[config.mk]
export PLATFORM = sky130hd
export DESIGN_NAME = ps2_host_tx
export DESIGN_NICKNAME = d
export VERILOG_FILES = /design/src/rtl/ps2_pkg.sv /design/src/rtl/ps2_line_sync.sv /design/src/rtl/ps2_host_tx.sv
export SDC_FILE = /design/constraint.sdc
export NUM_CORES = 1
export LEC_CHECK = 0
export CAP_MARGIN = 15
export CORE_ASPECT_RATIO = 1.1
export CORE_MARGIN = 1
export CORE_UTILIZATION = 39
export CTS_BUF_LIST = sky130_fd_sc_hd__clkbuf_16
export CTS_CLUSTER_SIZE = 25
export DETAILED_ROUTE_END_ITERATION = 8
export SLEW_MARGIN = 10
export SYNTH_ARGS = -nofsm -noshare
export SYNTH_HDL_FRONTEND = slang
export SYNTH_SLANG_ARGS = --single-unit
[constraint.sdc]
create_clock -name CLK -period 2.43 [get_ports CLK]
set_input_delay 0.6075 -clock CLK [delete_from_list [all_inputs] [get_ports CLK]]
set_output_delay 0.6075 -clock CLK [all_outputs]
set_load 0.01 [all_outputs]
[src/rtl/ps2_pkg.sv]
// ps2_pkg: shared PS/2 states, command codes and frame helpers
package ps2_pkg;
  typedef enum logic [2:0] {IDLE, INHIBIT, REQ, SEND, ACK, RELEASE, DONE} state_t;
  localparam logic [7:0] PS2_CMD_SET_LEDS = 8'hED;
  localparam logic [7:0] PS2_CMD_ECHO = 8'hEE;
  localparam logic [7:0] PS2_CMD_RESET = 8'hFF;
  localparam logic [7:0] PS2_RSP_ACK = 8'hFA;
  localparam int FRAME_BITS = 11;
  function automatic logic odd_parity(input logic [7:0] d);
    return ~^d;
  endfunction
  function automatic logic [FRAME_BITS-1:0] ps2_frame(input logic [7:0] d);
    return {1'b1, odd_parity(d), d, 1'b0};
  endfunction
endpackage

[src/rtl/ps2_line_sync.sv]
// ps2_line_sync: synchronises PS/2 clock/data and flags device clock falls
module ps2_line_sync #(
  parameter int STAGES = 2
) (
  input  logic CLK,
  input  logic rst,
  input  logic clk_in,
  input  logic dat_in,
  output logic sync_clk,
  output logic sync_dat,
  output logic fall
);
  logic [STAGES-1:0] clk_sr, dat_sr;
  logic clk_q;
  always_ff @(posedge CLK or negedge rst)
    if (!rst) begin
      clk_sr <= '1;
      dat_sr <= '1;
      clk_q <= 1'b1;
    end else begin
      clk_sr <= STAGES'({clk_sr, clk_in});
      dat_sr <= STAGES'({dat_sr, dat_in});
      clk_q <= sync_clk;
    end
  assign sync_clk = clk_sr[STAGES-1];
  assign sync_dat = dat_sr[STAGES-1];
  assign fall = clk_q && !sync_clk;
endmodule

[src/rtl/ps2_host_tx.sv]
// ps2_host_tx: open-drain PS/2 host-to-device command transmitter
module ps2_host_tx
  import ps2_pkg::*;
#(
  parameter int INHIBIT_CYCLES = 6000,
  parameter int TIMEOUT_CYCLES = 1000000,
  parameter int SYNC_STAGES = 2
) (
  input  logic       CLK,
  input  logic       rst,
  input  logic [7:0] tx_data,
  input  logic       tx_valid,
  output logic       tx_ready,
  input  logic       ps2_clk_in,
  input  logic       ps2_dat_in,
  output logic       ps2_clk_oe,
  output logic       ps2_dat_oe,
  output logic       busy,
  output logic       done,
  output logic       ack_err,
  output logic       timeout_err
);
  localparam int CW = $clog2((INHIBIT_CYCLES > TIMEOUT_CYCLES ? INHIBIT_CYCLES : TIMEOUT_CYCLES) + 1);
  state_t state, state_n;
  logic [CW-1:0] cnt, cnt_n;
  logic [3:0] idx, idx_n;
  logic [FRAME_BITS-1:0] frame, frame_n;
  logic nack, nack_n, tmo, tmo_n;
  logic sync_clk, sync_dat, fall, expired;
  ps2_line_sync #(.STAGES(SYNC_STAGES)) u_sync (
    .CLK(CLK),
    .rst(rst),
    .clk_in(ps2_clk_in),
    .dat_in(ps2_dat_in),
    .sync_clk(sync_clk),
    .sync_dat(sync_dat),
    .fall(fall)
  );
  assign expired = cnt == CW'(TIMEOUT_CYCLES - 1) && !fall;
  always_comb begin
    state_n = state;
    cnt_n = cnt;
    idx_n = idx;
    frame_n = frame;
    nack_n = nack;
    tmo_n = tmo;
    case (state)
      IDLE: if (tx_valid && tx_ready) begin
        state_n = INHIBIT;
        frame_n = ps2_frame(tx_data);
        cnt_n = '0;
        nack_n = 1'b0;
        tmo_n = 1'b0;
      end
      INHIBIT: begin
        cnt_n = cnt + 1'b1;
        if (cnt == CW'(INHIBIT_CYCLES - 1)) begin
          state_n = REQ;
          cnt_n = '0;
          idx_n = '0;
        end
      end
      REQ: state_n = SEND;
      SEND: if (fall) begin
        idx_n = idx + 1'b1;
        state_n = idx == 4'd9 ? ACK : SEND;
      end
      ACK: if (fall) begin
        nack_n = sync_dat;
        state_n = RELEASE;
      end
      RELEASE: state_n = sync_clk && sync_dat ? DONE : RELEASE;
      default: state_n = IDLE;
    endcase
    // device-clocked phases share one watchdog; a fall on the expiry cycle wins
    if (state inside {REQ, SEND, ACK, RELEASE}) begin
      cnt_n = fall ? '0 : cnt + 1'b1;
      if (expired) begin
        state_n = DONE;
        tmo_n = 1'b1;
      end
    end
  end
  always_ff @(posedge CLK or negedge rst)
    if (!rst) begin
      state <= IDLE;
      cnt <= '0;
      idx <= '0;
      frame <= '0;
      nack <= 1'b0;
      tmo <= 1'b0;
      tx_ready <= 1'b1;
      busy <= 1'b0;
      done <= 1'b0;
      ack_err <= 1'b0;
      timeout_err <= 1'b0;
      ps2_clk_oe <= 1'b0;
      ps2_dat_oe <= 1'b0;
    end else begin
      state <= state_n;
      cnt <= cnt_n;
      idx <= idx_n;
      frame <= frame_n;
      nack <= nack_n;
      tmo <= tmo_n;
      tx_ready <= state_n == IDLE;
      busy <= state_n != IDLE;
      done <= state_n == DONE;
      ack_err <= state_n == DONE && nack_n && !tmo_n;
      timeout_err <= state_n == DONE && tmo_n;
      ps2_clk_oe <= state_n == INHIBIT;
      ps2_dat_oe <= state_n == REQ || (state_n == SEND && !frame_n[idx_n]);
    end
endmodule

==> flow_metrics.env <==
export IMPL_worstSkewPairLatency_ps=290
export IMPL_finalNetCount=340
export IMPL_ff2ff_path_depth=8
export IMPL_crit_path_start="cnt[15]"
export IMPL_tritoncts="built"
export IMPL_wire_per_inst_um=13.6
export IMPL_synth_edff_count=0
export IMPL_grt_overflow_total=0
export IMPL_max_slew_margin_rel=0.563
export IMPL_final_max_slew_viol_count=0
export IMPL_cp_cell_sequence="nor4_4, nand4_1, or3_4, a31oi_4, mux2i_1, mux2_4, a22oi_2, o2bb2ai_2"
export IMPL_core_um2=6630
export IMPL_area_delta_synth_final_pct=26.0
export IMPL_cp_endpoint="ps2_dat_oe"
export IMPL_fmax_mhz=420
export IMPL_synth_compound_area_frac=0.0768
export IMPL_htree_levels=2
export IMPL_setup_viol=0
export IMPL_finalHoldViolations=0
export IMPL_synthMuxAreaShare=0.0643
export IMPL_ios=20
export IMPL_final_cells=405
export IMPL_die_area_um2=7270
export IMPL_period_needed_ps=2380
export IMPL_power_leakage_uw=0.00156
export IMPL_synth_seq_cells=52
export IMPL_nFillCells=615
export IMPL_fin_area_um2=3410
export IMPL_clock_skew_ps=7.41
export IMPL_place_area_um2=3220
export IMPL_ff_latch_area_um2=1310
export IMPL_viasPerCell=5.03
export IMPL_synthesis_area_um2=2710
export IMPL_synth_xor_area_frac=0.0842
export IMPL_p_per_area_nw_per_um2=674
export IMPL_worst_path_buf_inv=0
export IMPL_slowest_stage="or3_4"
export IMPL_ys_warnings_count=0
export IMPL_root_buffer="clkbuf_16"
export IMPL_max_stage_delay_ps=440
export IMPL_critPathArrivalTime_ps=2560
export IMPL_avgSynthCellArea_um2=10.3
export IMPL_max_cap_violations=0
export IMPL_cts_buffers_inserted=5
export IMPL_total_power_uw=2300
export IMPL_yosysUniqueCellTypes=54
export IMPL_synthCells=263
export IMPL_drive_gt1_frac=0.241
export IMPL_rsz0062_at_grt="yes"
export IMPL_via_count=2039
export IMPL_path_delay_family="simple AND/OR/NAND/NOR gates"
export IMPL_routed_wl_mm=5.49
export IMPL_endpoint_kind="flop"
export IMPL_synth_seq_area_share=0.484
export IMPL_clock_sinks=52
export IMPL_synth_top_family_by_area="simple AND/OR/NAND/NOR gates"
export IMPL_path_class="flop to flop"
export IMPL_synth_nets=281
export IMPL_ir_drop_mv=0.357
export IMPL_finalSetupTns_ps=0
export IMPL_drt_iter0_markers=67
export IMPL_grt_pass1_vias=2016
export IMPL_gr_usage_all_layers=0.169
export IMPL_ant_nets=0
export IMPL_place_congestion=0.871
export IMPL_post_synth_fa_ha_maj_area_fraction=0.0231
export IMPL_multi_input_area_um2=1330
export IMPL_worstPathRequired_ps=2610
export IMPL_antenna_found_initial=0
export IMPL_cp_max_fo=5
export IMPL_worst_pin_slew_ps=656
export IMPL_std_cell_rows=31
export IMPL_worstSetupPathDepth=8
export IMPL_reg2reg_to="ps2_dat_oe"
export IMPL_die_x_um=81.4
export IMPL_detailed_place_hpwl_mm=4.04
export IMPL_placedCellCount=393
export IMPL_ys_flop_type="dfrtp_1"
export IMPL_cts_clk_slew_worst_paths_ps=70
export IMPL_io_buffers=19
export IMPL_die_h_um=89.4
export IMPL_holdBufCountCts=0
export IMPL_synth_simple_area_share=0.239
export IMPL_drtPass1Iterations=4
export IMPL_hp_start="u_sync.dat_sr[0]"
export IMPL_antenna_cells=0
export IMPL_reg2reg_from="cnt[15]"
export IMPL_route_detailed_drc=0
export IMPL_status="finished, final reports clean"
export IMPL_post_place_ws_ps=-211
export IMPL_r2r_slack_ps=50
export IMPL_fin_crit_sh=0.980
export IMPL_grt_pass1_wl_mm=9.36
export IMPL_async_reset_ff_frac=1.00
export IMPL_grt_max_degree=53
export IMPL_fin_ws_ps=49.1
export IMPL_clockBufferDepth=2
export IMPL_hold_path_class="flop to flop"
export IMPL_critPathLaunchType="flop"
export IMPL_start_util=0.408
==> report_power, final <==
part           internal, uW  switching [uW]
clock network           376             304
registers              1030            87.1
logic                   271             235
==> cells in the mapped netlist (all sizes together) (5+ instances only) <==
library cell / count / area (um^2)
a21oi: 9 / 45.0
and3: 5 / 32.5
dfrtp: 46 / 1150
dfstp: 6 / 158
ha: 5 / 62.6
inv: 12 / 45.0
mux2: 9 / 101
mux2i: 5 / 50.1
nand2: 31 / 116
nand2b: 8 / 50.1
nand3: 5 / 25.0
nand4: 6 / 43.8
nor2: 33 / 126
nor3: 6 / 30.0
o21ai: 5 / 25.0
xnor2: 13 / 114
xor2: 13 / 114
==> worst min path at each step <==
stage	endpoint	slack (ps)	cells past startpoint
2_1_floorplan	ack_err	310	0
5_1_grt	u_sync.clk_sr[1]	360	0
3_3_place_gp	u_sync.dat_sr[1]	350	0
4_1_cts	u_sync.dat_sr[1]	360	0
6_report	u_sync.dat_sr[1]	360	0
3_5_place_dp	u_sync.dat_sr[1]	350	0
==> layout make-up <==
type / count / share of cell area
clock inverters: 3 / 0.00477
flip-flops and latches: 52 / 0.384
well taps: 82 / 0.0301
clock buffers: 5 / 0.0367
multi-input cells: 193 / 0.391
inverters: 12 / 0.0132
repair buffers: 58 / 0.140
==> cell usage in the layout, fill, tap and decap left out, types with 2 or more instances in the layout <==
master | Yosys | routed
nor2_2 | 1 | 2
o31ai_1 | 2 | 2
nand4_1 | 5 | 5
and3_1 | 4 | 4
dfrtp_1 | 46 | 45
nand2_1 | 31 | 31
nor3_1 | 6 | 6
ha_1 | 5 | 5
xor2_1 | 13 | 13
buf_4 | 0 | 39
nand3_1 | 5 | 5
nor4_4 | 2 | 2
inv_1 | 12 | 13
or3_1 | 3 | 3
a31oi_1 | 3 | 3
xnor2_1 | 13 | 13
nor2_1 | 32 | 31
and2_1 | 3 | 3
a21oi_1 | 9 | 9
clkdlybuf4s50_1 | 0 | 18
o21ai_0 | 4 | 4
nand2b_1 | 8 | 8
mux2_2 | 9 | 8
dfstp_2 | 6 | 6
nor4bb_1 | 2 | 2
mux2i_1 | 5 | 5
clkbuf_16 | 0 | 5
nor4_1 | 2 | 2
==> per-stage QoR <==
| step | hold slack (ps) | util |
|---|---|---|
| floorplan | 312 | - |
| global placement | 345 | 0.486 |
| detailed placement | 348 | 0.486 |
| CTS | 358 | 0.507 |
| global route | 362 | 0.514 |
| finish | 356 | 0.514 |
==> flip-flops by register name, indices dropped and copies added (netlist names), 2 cells and up <==
name and count:
u_sync.clk_sr 2, u_sync.dat_sr 2, idx 4, state 3
frame 11, cnt 20
==> timing repair <==
action / 4_1_cts / 5_1_grt
setup buffers: 0 / 4
hold endpoints to repair: 0 / 0
endpoints found under the setup margin: 0 / 4
gates resized for setup: 0 / 5
==> cells by family (layout without fill, tap and decap cells) <==
kind of cell,Yosys count,after routing
flops,52,52
buf+inv,18,78
simple gates,118,118
compound gates,29,29
xor+xnor,26,26
mux,15,15
fa+ha+maj,5,5
==> worst reg2reg max path, cell delays in order, from the launching register on <==
cell and delay [ps]:
dfrtp_2 430, nor4_4 310, nand4_1 160, or3_4 440, a31oi_4 300, mux2i_1 120, mux2_4 270, a22oi_2 160
o2bb2ai_2 70
==> routing by layer <==
layer | track usage | routed length [um]
met3 | 0.0276 | 125
met1 | 0.221 | 2570
met4 | 0.0568 | 61
met5 | 0 | 0
met2 | 0.284 | 2730
Power figures use the tool's default switching activity.
